File: src/rtl/shift_pkg.sv
// Shared operation and state encodings for the chunked shift sequencer.
package shift_pkg;

  localparam logic [1:0] OP_SLL = 2'b00;
  localparam logic [1:0] OP_SRL = 2'b01;
  localparam logic [1:0] OP_SRA = 2'b10;
  localparam logic [1:0] OP_ROL = 2'b11;

  typedef enum logic [1:0] {
    S_IDLE  = 2'd0,
    S_SHIFT = 2'd1,
    S_DONE  = 2'd2
  } state_t;

  function automatic int max_int(input int a, input int b);
    return (a > b) ? a : b;
  endfunction

endpackage

File: src/rtl/shift_step.sv
// Combinational single-chunk shifter: shifts data by k (0..STEP) per op.
module shift_step
  import shift_pkg::*;
#(
  parameter int L1   = 8,
  parameter int STEP = 4,
  localparam int KW  = $clog2(STEP + 1)
) (
  input  logic [L1-1:0] data,
  input  logic [1:0]    op,
  input  logic [KW-1:0] k,
  output logic [L1-1:0] out
);

  // Rotation via a doubled word: the upper half after a left shift is the rotated value.
  logic [2*L1-1:0] rot;
  assign rot = {data, data} << k;

  always_comb begin
    out = data;
    case (op)
      OP_SLL:  out = data << k;
      OP_SRL:  out = data >> k;
      OP_SRA:  out = $signed(data) >>> k;
      OP_ROL:  out = rot[2*L1-1:L1];
      default: out = data;
    endcase
  end

endmodule

File: src/rtl/shift_seq.sv
// Multi-cycle shift sequencer: applies any shift amount in chunks of at most
// STEP bits per clock through one shared shift_step, with valid/ready on both sides.
module shift_seq
  import shift_pkg::*;
#(
  parameter int L1   = 8,
  parameter int L2   = 8,
  parameter int STEP = 4
) (
  input  logic          clk,
  input  logic          rst_n,
  input  logic          in_valid,
  output logic          in_ready,
  input  logic [L1-1:0] in1,
  input  logic [L2-1:0] in2,
  input  logic [1:0]    op,
  output logic          out_valid,
  input  logic          out_ready,
  output logic [L1-1:0] out,
  output logic          busy
);

  localparam int LW = $clog2(L1);
  localparam int RW = max_int(L2, LW + 1);
  localparam int KW = $clog2(STEP + 1);
  localparam logic [RW-1:0] L1_R   = RW'(L1);
  localparam logic [RW-1:0] STEP_R = RW'(STEP);

  state_t          state_reg;
  logic [L1-1:0]   data_reg;
  logic [RW-1:0]   rem_reg;
  logic [1:0]      op_reg;

  logic [RW-1:0]   in2_w;
  logic [RW-1:0]   eff;
  logic [KW-1:0]   k;
  logic [L1-1:0]   step_out;

  assign in2_w = RW'(in2);

  // Linear shifts saturate at L1 (all fill bits); rotation only cares about in2 mod L1.
  always_comb begin
    if (op == OP_ROL) begin
      eff = RW'(in2[LW-1:0]);
    end else begin
      eff = (in2_w > L1_R) ? L1_R : in2_w;
    end
  end

  assign k = (rem_reg > STEP_R) ? KW'(STEP) : KW'(rem_reg);

  shift_step #(
    .L1   (L1),
    .STEP (STEP)
  ) u_step (
    .data (data_reg),
    .op   (op_reg),
    .k    (k),
    .out  (step_out)
  );

  always_ff @(posedge clk or negedge rst_n) begin
    if (!rst_n) begin
      state_reg <= S_IDLE;
      data_reg  <= '0;
      rem_reg   <= '0;
      op_reg    <= '0;
    end else begin
      case (state_reg)
        S_IDLE: begin
          if (in_valid) begin
            data_reg  <= in1;
            op_reg    <= op;
            rem_reg   <= eff;
            state_reg <= (eff == '0) ? S_DONE : S_SHIFT;
          end
        end
        S_SHIFT: begin
          data_reg <= step_out;
          rem_reg  <= rem_reg - RW'(k);
          if (rem_reg <= STEP_R) begin
            state_reg <= S_DONE;
          end
        end
        S_DONE: begin
          if (out_ready) begin
            state_reg <= S_IDLE;
          end
        end
        default: state_reg <= S_IDLE;
      endcase
    end
  end

  assign in_ready  = (state_reg == S_IDLE);
  assign out_valid = (state_reg == S_DONE);
  assign busy      = (state_reg == S_SHIFT) || (state_reg == S_DONE);
  assign out       = data_reg;

endmodule

File: config.mk
export PLATFORM = sky130hd
export DESIGN_NAME = shift_seq
export DESIGN_NICKNAME = d
export VERILOG_FILES = /design/src/rtl/shift_pkg.sv /design/src/rtl/shift_step.sv /design/src/rtl/shift_seq.sv
export SDC_FILE = /design/constraint.sdc
export NUM_CORES = 1
export LEC_CHECK = 0
export CAP_MARGIN = 20
export CORE_ASPECT_RATIO = 2
export CORE_UTILIZATION = 45
export DETAILED_ROUTE_END_ITERATION = 6
export GPL_ROUTABILITY_DRIVEN = 0
export PLACE_DENSITY = 0.74
export SLEW_MARGIN = 20
export SYNTH_ARGS = -nofsm -noshare
export SYNTH_HDL_FRONTEND = slang
export SYNTH_HIERARCHICAL = 1
export SYNTH_SLANG_ARGS = --single-unit
File: constraint.sdc
create_clock -name clk -period 6.3 [get_ports clk]
set_input_delay 1.89 -clock clk [delete_from_list [all_inputs] [get_ports clk]]
set_output_delay 1.89 -clock clk [all_outputs]
set_load 0.1 [all_outputs]
# ---- After elaboration in Yosys (flattened, before gate mapping)
# Index checks and enable logic that the tools add are counted.
dict set report op_classes {
  n_addsub 1
  multipliers 0
  div_mod_pow 0
  order_cmp 3
  eq_ne 9
  n_shift 4
  n_mux 13
  n_bitwise 0
  n_reduce_logical 8
}
# op count
set op_table {}
lappend op_table {{$mux 8} 4}
lappend op_table {{$pmux 8 s2} 2}
lappend op_table {{$pmux 8 s4} 1}
lappend op_table {{$shl 16x3->16} 1}
lappend op_table {{$eq 2x2->1 const B} 4}
lappend op_table {{$gt 8x3->1 const B} 1}
lappend op_table {{$gt 8x4->1 const B} 1}
lappend op_table {{$le 8x3->1 const B} 1}
lappend op_table {{$logic_not 8->1} 1}
lappend op_table {{$mux 2} 4}
lappend op_table {{$shl 8x3->8} 1}
lappend op_table {{$shr 8x3->8} 1}
lappend op_table {{$sshr 8x3->8} 1}
lappend op_table {{$sub 8x3->8} 1}
lappend op_table {{$pmux 2 s3} 1}
lappend op_table {{$eq 2x1->1 const B} 2}
lappend op_table {{$logic_not 2->1} 2}
lappend op_table {{$ne 2x2->1 const B} 2}
lappend op_table {{$reduce_and 2->1} 2}
lappend op_table {{$mux 3} 1}
lappend op_table {{$reduce_and 3->1} 1}
lappend op_table {{$ne 2x1->1 const B} 1}
lappend op_table {{$reduce_bool 2->1} 1}
lappend op_table {{$logic_or 1x1->1} 1}
dict set report word_totals {
  reg_bits 20
  latch_bits 0
  ramBits 0
  rom_bits 0
  in_bits 22
  output_inout_bits 11
  word_cells 42
  memories 0
}

# ---- Depth between registers and ports, before layout
# Gate-level depths: netlist (run 1).
dict set report depth {
  depth_word 7
  ltp_mapped 13
  mapped_depth_nobuf 9
}

# ---- By module
# The synthesis (run 1) kept the hierarchy.
# mod instances cells_each area_each_um2 seq_area_each_um2
set modules_own_cells {}
lappend modules_own_cells {shift_seq 1 126 1148.6 500.5}
lappend modules_own_cells {shift_step 1 110 920.9 0.0}

# ---- Least setup slack after synthesis (run 1)
# OpenSTA, ideal clock, no wires.
dict set report synth_path {
  kind {reg2out}
  startpoint {reg state_reg[0]}
  endpoint {out in_ready}
  arrival_ns 1.305
  required_ns 4.410
  slack_ns 3.105
  stages_incl_launch_ff 3
  path_buffers 0
  cell_sequence {dfrtp_1 > inv_1 > ha_1}
}
dict set report synth_via {
  elab_chain_cells 1
}
# element line_no
set synth_rtl {}
lappend synth_rtl {{start, declared} shift_seq.sv:29} ;# state_t state_reg;
lappend synth_rtl {{start signal, assigned} shift_seq.sv:75} ;# state_reg <= (eff == '0) ? S_DONE : S_SHIFT;
lappend synth_rtl {{$logic_not 2->1} shift_seq.sv:95} ;# assign in_ready = (state_reg == S_IDLE);
lappend synth_rtl {{end, declared} shift_seq.sv:13} ;# output logic in_ready,
# Every way passes these cells.

# ---- Worst setup path after layout (run 1)
dict set report layout_path {
  startpoint {reg state_reg[1]}
  endpoint {out in_ready}
}
# The elaborated chain is that of the path after synthesis.

==> results of run 1 <==
==> area by class of cell <==
| cell class | count | share of cell area, % |
|---|---|---|
| Multi-Input combinational cell | 187 | 59.1 |
| Sequential cell | 20 | 20.6 |
| Timing Repair Buffer | 36 | 14.4 |
| Tap cell | 54 | 2.78 |
| Clock buffer | 3 | 1.70 |
| Inverter | 9 | 1.39 |
==> logic make-up (layout without fill, tap and decap cells) <==
| family | count (synthesis) | in the layout | share of synthesized area (%) |
|---|---|---|---|
| muxes | 29 | 29 | 21.4 |
| other | 1 | 1 | 0.181 |
| adders and majority gates | 4 | 4 | 2.42 |
| xor gates and xnor gates | 2 | 2 | 0.847 |
| buffers and inverters | 29 | 48 | 6.83 |
| AOI/OAI and AO/OA | 71 | 71 | 24.9 |
| DFF | 20 | 20 | 24.2 |
| and+or+nand+nor | 80 | 80 | 19.3 |
==> metal layers <==
layer	part of all wire [%]	global-route usage, %	vias up
met5	0	0	-
met4	1.6	10.3	0
met3	4.8	2.18	8
met2	58	45.5	83
met1	35	26.2	961
li1	-	-	935
==> worst max-delay path, stage by stage (launching register included) <==
cell,delay [ns]
dfrtp_1,0.40
inv_1,0.08
ha_1,0.25
clkdlybuf4s50_1,1.17
==> placed cells by master (no fill, tap or decap), drive strengths merged, types with 6 or more instances in the layout <==
master / n
a22oi: 7
clkdlybuf4s50: 32
dfrtp: 20
inv: 9
mux2: 6
mux2i: 12
mux4: 11
nand2: 27
nor2: 16
nor3: 7
o21ai: 19
==> worst max path at each step <==
| stage | start | depth (start not counted) | slack, ns | to |
|---|---|---|---|---|
| 2_1_floorplan | state_reg[0] | 2 | 3.11 | in_ready |
| 3_3_place_gp | state_reg[1] | 3 | 2.54 | in_ready |
| 3_5_place_dp | state_reg[1] | 3 | 2.52 | in_ready |
| 4_1_cts | state_reg[1] | 3 | 2.23 | in_ready |
| 5_1_grt | state_reg[1] | 3 | 2.18 | in_ready |
| 6_report | state_reg[1] | 3 | 2.24 | in_ready |
==> stage by stage <==
step | std cells | hold slack [ns]
3_3_place_gp | 306 | 0.541
5_1_grt | 309 | 0.571
2_1_floorplan | 236 | 0.499
3_5_place_dp | 306 | 0.540
4_1_cts | 309 | 0.554
6_report | 309 | 0.556
==> results.md, run 1 <==
- Status: finished, final reports clean
- WS Path Type: reg -> out
- Vias per cell: 6.43
- Startpoint types: flip-flop
- Max_cap viols: 0
- Ports: 33
- PortBufs: 32
- DRC errors left: 0
- WP data arrival: 2.17 ns
- HP Start: rem_reg[7]
- Die Width: 50.0 um
- Gate Count Post-Synth: 236
- Final count of hold timing violations: 0
- Fin crit share: 64.4%
- Req. time, crit path: 4.41 ns
- TritonCTS clock tree: built
- Worst hold path class: reg -> reg
- Netlist cell types: 65
- Slew @ Worst Pin: 0.966 ns
- Via count: 1987
- Pin count of the biggest net entering global routing: 32
- Detailed placement HPWL: 3980 um
- Number of global-route vias before repair: 1960
- Clk pin slew, worst setup/hold paths: 0.07 ns
- Syn nets: 262
- Fraction of layout cells with a size suffix above 1: 11.8%
- Worst-path fanout max: 5
- Clock latency on the worst-skew pair: 0.26 ns
- Final-stage net count: 283
- Slew HR: 35.4%
- Starting DRT DRC Count: 110
- Post-Syn Area: 2070 um^2
- Setup TNS: 0 ns
- Synth cell count leaders: nand2_1 (27), dfrtp_1 (20), nor2_1 (16)
- Register area share after synthesis: 24.2%
- Worst R2R Path Depth: 9
- Final WL: 5510 um
- Total GRT Usage: 24.2%
- Hold path cells: 2
- Max Freq: 246 MHz
- Worst R2R End: out[4]
- Post-synth top flop: dfrtp_1
- Synth async-reset ratio: 100%
- Hold endpoint: rem_reg[7]
- Initial core utilization: 47.2%
- Overflow after GRT: 0
- Area share of the largest cell type after synthesis: 24.2%
- Placement Rows: 34
- Clock Path Buffers: 2
- DR WL/cell: 17.8 um
- N_diodes: 0
- First-pass GRT wire length: 9190 um
- Reg2reg start: rem_reg[2]
- Minimum clock period: 4.06 ns
- Area Overhead vs Synth: 17.4%
- Setup slack at placement: 2.52 ns
- Max H-tree Level: 1
- Post_cts resized: 0
- Most numerous cell in the Yosys netlist: nand2_1
- Die Y: 97.9 um
- Slew Limit Fails: 0
- Post-CTS Setup Bufs: 0
- Final setup violation count: 0
- Sequential cell area: 500 um^2
- Util after Layout: 55.5%
- CTS sink cnt: 20
- FILL cells: 407
- CORE AREA: 4380 um^2
- Final worst slack: 2.24 ns
- Synth top area cells: dfrtp_1 (24%), mux4_2 (11%), mux2i_1 (5.8%)
- CTS Buf Count: 3
- Number of routed nets with antenna violations: 0
- Multi-input logic area: 1440 um^2
- Placed instance area: 2390 um^2
- Yosys warns: 6
- Crit. End Element: output pin
- Avg Cell Area, Syn: 8.77 um^2
- Root buffer cell: clkbuf_8
- Area leader, netlist: dfrtp_1
- Design Area, Final: 2430 um^2
- Hold_buf cts: 0
- RSZ-0062 raised after global routing: no
- Register bit total from synthesis: 20
- Pre-antenna DRT Iters: 4
- R2R setup slack: 2.50 ns
- Die area: 4890 um^2
- Max Clock Skew: 0.00291 ns
- Initial antenna violation count: 0
- Post-synth EDFFs: 0
Power of run 1 is left out: the tool's default activity adds up to more than one toggle a clock period on the data nets, which glitch-free logic cannot reach.
==> run 2, diff against run 1 <==
==> constraint.sdc (replaced) <==
create_clock -name clk -period 3.87 [get_ports clk]
set_input_delay 1.161 -clock clk [delete_from_list [all_inputs] [get_ports clk]]
set_output_delay 1.161 -clock clk [all_outputs]
set_load 0.1 [all_outputs]
==> results.md, run 2 (same netlist as run 1, synthesis figures left out) <==
- CP cell instances: or3_1 -> or4_1 -> nor2_2 -> buf_4 -> mux4_2 -> a21oi_1 -> o21ai_0 -> a21boi_1 -> mux2i_1 -> o21ai_1
- Fraction of layout cells with a size suffix above 1: 17.8%
- WP data arrival: 3.54 ns
- Clk pin slew, worst setup/hold paths: 0.08 ns
- Setup TNS: 0 ns
- Overflow after GRT: 0
- Max_cap viols: 0
- Slowest cell on crit path: or4_1
- Slew @ Worst Pin: 0.757 ns
- WS Path Type: reg -> reg
- Clock latency on the worst-skew pair: 0.26 ns
- CORE AREA: 4380 um^2
- Post-CTS Setup Bufs: 0
- Detailed placement HPWL: 4180 um
- Fin crit share: 88.0%
- Reg2reg start: rem_reg[2]
- FILL cells: 410
- Die Y: 97.9 um
- Final count of hold timing violations: 0
- Via count: 2054
- CP delay by family, top: simple AND/OR/NAND/NOR gates
- Hold_buf cts: 0
- RSZ-0062 raised after global routing: no
- DR WL/cell: 18.4 um
- Worst hold path class: reg -> reg
- CTS Buf Count: 3
- Initial antenna violation count: 0
- Root buffer cell: clkbuf_8
- R2R setup slack: 0.47 ns
- Pin count of the biggest net entering global routing: 25
- Status: finished, final reports clean
- Post_cts resized: 0
- Hold endpoint: state_reg[0]
- Worst R2R End: out[6]
- PortBufs: 32
- Die area: 4890 um^2
- Minimum clock period: 3.40 ns
- Crit. End Element: flip-flop
- Worst-path fanout max: 14
- Final WL: 5760 um
- Hold path cells: 2
- Slew Limit Fails: 0
- Commonest non-fill, non-tap cell in the layout: nand2_1
- Slew HR: 49.6%
- Worst R2R Path Depth: 10
- Final worst slack: 0.465 ns
- Starting DRT DRC Count: 90
- Final-stage net count: 286
- Total GRT Usage: 26.2%
- Clock Path Buffers: 2
- Initial core utilization: 47.2%
- Placement Rows: 34
- Vias per cell: 6.56
- Max H-tree Level: 1
- HP Start: state_reg[0]
- Startpoint types: flip-flop
- Hold_ws: 0.570 ns
- First-pass GRT wire length: 9980 um
- Req. time, crit path: 4.01 ns
- Crit path from: rem_reg[2]
- Area Overhead vs Synth: 17.6%
- Pre-antenna DRT Iters: 5
- Slowest stage delay, CP: 0.62 ns
- DRC errors left: 0
- CTS sink cnt: 20
- Number of global-route vias before repair: 2054
- TritonCTS clock tree: built
- Max Clock Skew: 0.00660 ns
- Number of routed nets with antenna violations: 0
- Max Freq: 294 MHz
- Most frequent cells in the layout: nand2_1 (27), clkdlybuf4s50_1 (20), dfrtp_1 (20)
- Ports: 33
- CP Buf/Inv Count: 1
- Setup slack at placement: 0.468 ns
- N_diodes: 0
- Final setup violation count: 0
- Die Width: 50.0 um
## run 2: changes by cell type in the layout (fill, tap and decap cells not counted)
cell / change
buf_4: +14
buf_2: +1
clkdlybuf4s50_1: -12
clkbuf_8: +1
## run 2: final cells by class
class                   instances  area (um^2)  share of cell area [%]
well taps                      54         67.6                    2.78
multi-input cells             187         1440                    59.0
inverters                       9         33.8                    1.39
repair buffers                 39          340                    14.0
clock buffers                   4         55.1                    2.26
flip-flops and latches         20          500                    20.6
## run 2: worst max-delay path by stage
| stage | to | slack [ns] | cells past startpoint |
|---|---|---|---|
| 5_1_grt | out[6] | 0.09 | 10 |
| 3_3_place_gp | out[6] | 0.53 | 10 |
| 2_1_floorplan | out[1] | 0.95 | 11 |
| 6_report | out[6] | 0.47 | 10 |
| 4_1_cts | out[6] | 0.45 | 10 |
| 3_5_place_dp | out[6] | 0.47 | 10 |
## run 2: through the flow
step                utilization (%)  instances  cell area [um^2]
floorplan                         -        236              2070
global placement               54.4        309              2380
detailed placement             54.4        309              2380
CTS                            55.7        313              2440
global route                   55.5        313              2430
finish                         55.5        313              2430
## run 2: worst min-delay path, stage by stage (launching register included)
cell and delay (ns):
dfrtp_1 0.38, o21ai_0 0.09, o21ai_1 0.07
## run 2: layer usage
layer | up-vias | global-route usage (%) | wire [um]
met5 | - | 0 | 0
met4 | 0 | 11.9 | 178
met3 | 19 | 1.87 | 231
met2 | 84 | 47.7 | 3240
met1 | 1007 | 29.9 | 2110
li1 | 944 | - | -
Power of run 2 is left out for the same reason.
==> run 3, diff against run 2 <==
--- a/config.mk
+++ b/config.mk
@@ -10,9 +10,9 @@
 export CORE_UTILIZATION = 45
 export DETAILED_ROUTE_END_ITERATION = 6
 export GPL_ROUTABILITY_DRIVEN = 0
-export PLACE_DENSITY = 0.74
+export HOLD_SLACK_MARGIN = 0.15
+export PLACE_DENSITY = 0.69
 export SLEW_MARGIN = 20
 export SYNTH_ARGS = -nofsm -noshare
 export SYNTH_HDL_FRONTEND = slang
-export SYNTH_HIERARCHICAL = 1
 export SYNTH_SLANG_ARGS = --single-unit
==> results.md, run 3 <==
- Crit. End Element: flip-flop
- Slowest stage delay, CP: 0.53 ns
- Max Clock Skew: 0.00294 ns
- Setup TNS: 0 ns
- Max_cap viols: 0
- WP data arrival: 2.88 ns
- Register bit total from synthesis: 20
- Synth top area cells: dfrtp_1 (25%), mux4_2 (9.0%), mux2i_1 (6.5%)
- Starting DRT DRC Count: 124
- Most frequent cells in the layout: nand2_1 (21), clkdlybuf4s50_1 (21), dfrtp_1 (20)
- Number of routed nets with antenna violations: 0
- Area Overhead vs Synth: 18.5%
- Max Freq: 366 MHz
- Slew @ Worst Pin: 0.841 ns
- Worst-path fanout max: 10
- Register area share after synthesis: 24.9%
- Syn nets: 265
- Yosys warns: 0
- Initial antenna violation count: 0
- Cells after DPL: 306
- Clk pin slew, worst setup/hold paths: 0.09 ns
- Clock latency on the worst-skew pair: 0.27 ns
- Slowest cell on crit path: mux2i_1
- Minimum clock period: 2.73 ns
- Hold_buf cts: 0
- Avg Cell Area, Syn: 8.40 um^2
- Die area: 4750 um^2
- Final setup violation count: 0
- Vias per cell: 6.74
- Post_cts resized: 0
- WS Path Type: in -> reg
- Startpoint types: input port
- Final WL: 6440 um
- CP delay by family, top: buffers and inverters
- Fraction of layout cells with a size suffix above 1: 15.2%
- Post-synth top flop: dfrtp_1
- TritonCTS clock tree: built
- Hold_ws: 0.560 ns
- Top cell by count, worst path: nor2_1
- Fin cells: 311
- Pre-antenna DRT Iters: 5
- Initial core utilization: 46.7%
- R2R setup slack: 1.20 ns
- Netlist cell types: 53
- Synth cell count leaders: nand2_1 (21), dfrtp_1 (20), nor2_1 (19)
- Root buffer cell: clkbuf_8
- Status: finished, final reports clean
- Ports: 33
- CTS Buf Count: 3
- Post-synth EDFFs: 0
- Fin crit share: 70.6%
- PortBufs: 32
- Most numerous cell in the Yosys netlist: nand2_1
- Number of global-route vias before repair: 2023
- Worst hold path class: reg -> reg
- Post-CTS Setup Bufs: 0
- CORE AREA: 4300 um^2
- Detailed placement HPWL: 4650 um
- N_diodes: 0
- Req. time, crit path: 4.02 ns
- Die Y: 96.5 um
- Area share of the largest cell type after synthesis: 24.9%
- Placement Rows: 34
- Pin count of the biggest net entering global routing: 31
- CP Buf/Inv Count: 2
- Die Width: 49.2 um
- Final count of hold timing violations: 0
- Slew HR: 43.9%
- Max H-tree Level: 1
- Overflow after GRT: 0
- First-pass GRT wire length: 10400 um
- CTS sink cnt: 20
- Final-stage net count: 284
- RSZ-0062 raised after global routing: no
- Synth async-reset ratio: 100%
- Area leader, netlist: dfrtp_1
- DR WL/cell: 20.7 um
- Via count: 2096
- CP cell instances: clkdlybuf4s50_1 -> mux2i_1 -> buf_4 -> nor2_1 -> o211ai_1 -> xor2_1 -> nor2_1
- Gate Count Post-Synth: 239
- Post-Syn Area: 2010 um^2
- Total GRT Usage: 29.1%
- DRC errors left: 0
- Clock Path Buffers: 2
- Slew Limit Fails: 0
==> run 3: per-layer routing <==
metal | share of wire [%] | vias up | wire length (um) | global-route usage, %
met4 | 4.6 | 0 | 295 | 16.4
met5 | 0 | - | 0 | 0
met2 | 54 | 128 | 3480 | 52.2
li1 | - | 944 | - | -
met1 | 35 | 994 | 2240 | 33.2
met3 | 6.7 | 30 | 429 | 2.66
==> run 3: metrics by stage <==
| step | instance area (um^2) | util [%] | setup WS, ns |
|---|---|---|---|
| 3_5_place_dp | 2280 | 53.1 | 0.906 |
| 5_1_grt | 2380 | 55.4 | 0.995 |
| 3_3_place_gp | 2280 | 53.1 | 0.992 |
| 6_report | 2380 | 55.4 | 1.14 |
| 4_1_cts | 2350 | 54.7 | 1.19 |
| 2_1_floorplan | 2010 | - | 1.30 |
==> run 3: cell families after synthesis <==
kind of cell | after synthesis | synth area share, %
other | 1 | 0.187
multiplexers | 25 | 17.7
AND/OR/NAND/NOR | 84 | 22.0
adder cells (fa/ha/maj) | 4 | 2.49
AO/OA/AOI/OAI | 72 | 24.4
XOR/XNOR | 3 | 1.31
flip-flops | 20 | 24.9
buffers and inverters | 30 | 6.98
==> run 3: final timing paths <==
check | start | to | cells after the start
max in group asynchronous | rst_n | rem_reg[6] | 2
min in group asynchronous | rst_n | out[6] | 2
min | state_reg[1] | state_reg[1] | 1
max | in_valid | rem_reg[6] | 7
min reg2reg | state_reg[1] | state_reg[1] | 1
max reg2reg | state_reg[1] | out[2] | 6
==> run 3: cell type report <==
cell class / instances / area [um^2]
clock buffers: 3 / 41.3
flip-flops and latches: 20 / 500
clock inverters: 1 / 30.0
fillers: 399 / 1920
inverters: 8 / 30.0
repair buffers: 36 / 343
well taps: 54 / 67.6
multi-input cells: 189 / 1370
Power of run 3 is left out for the same reason.
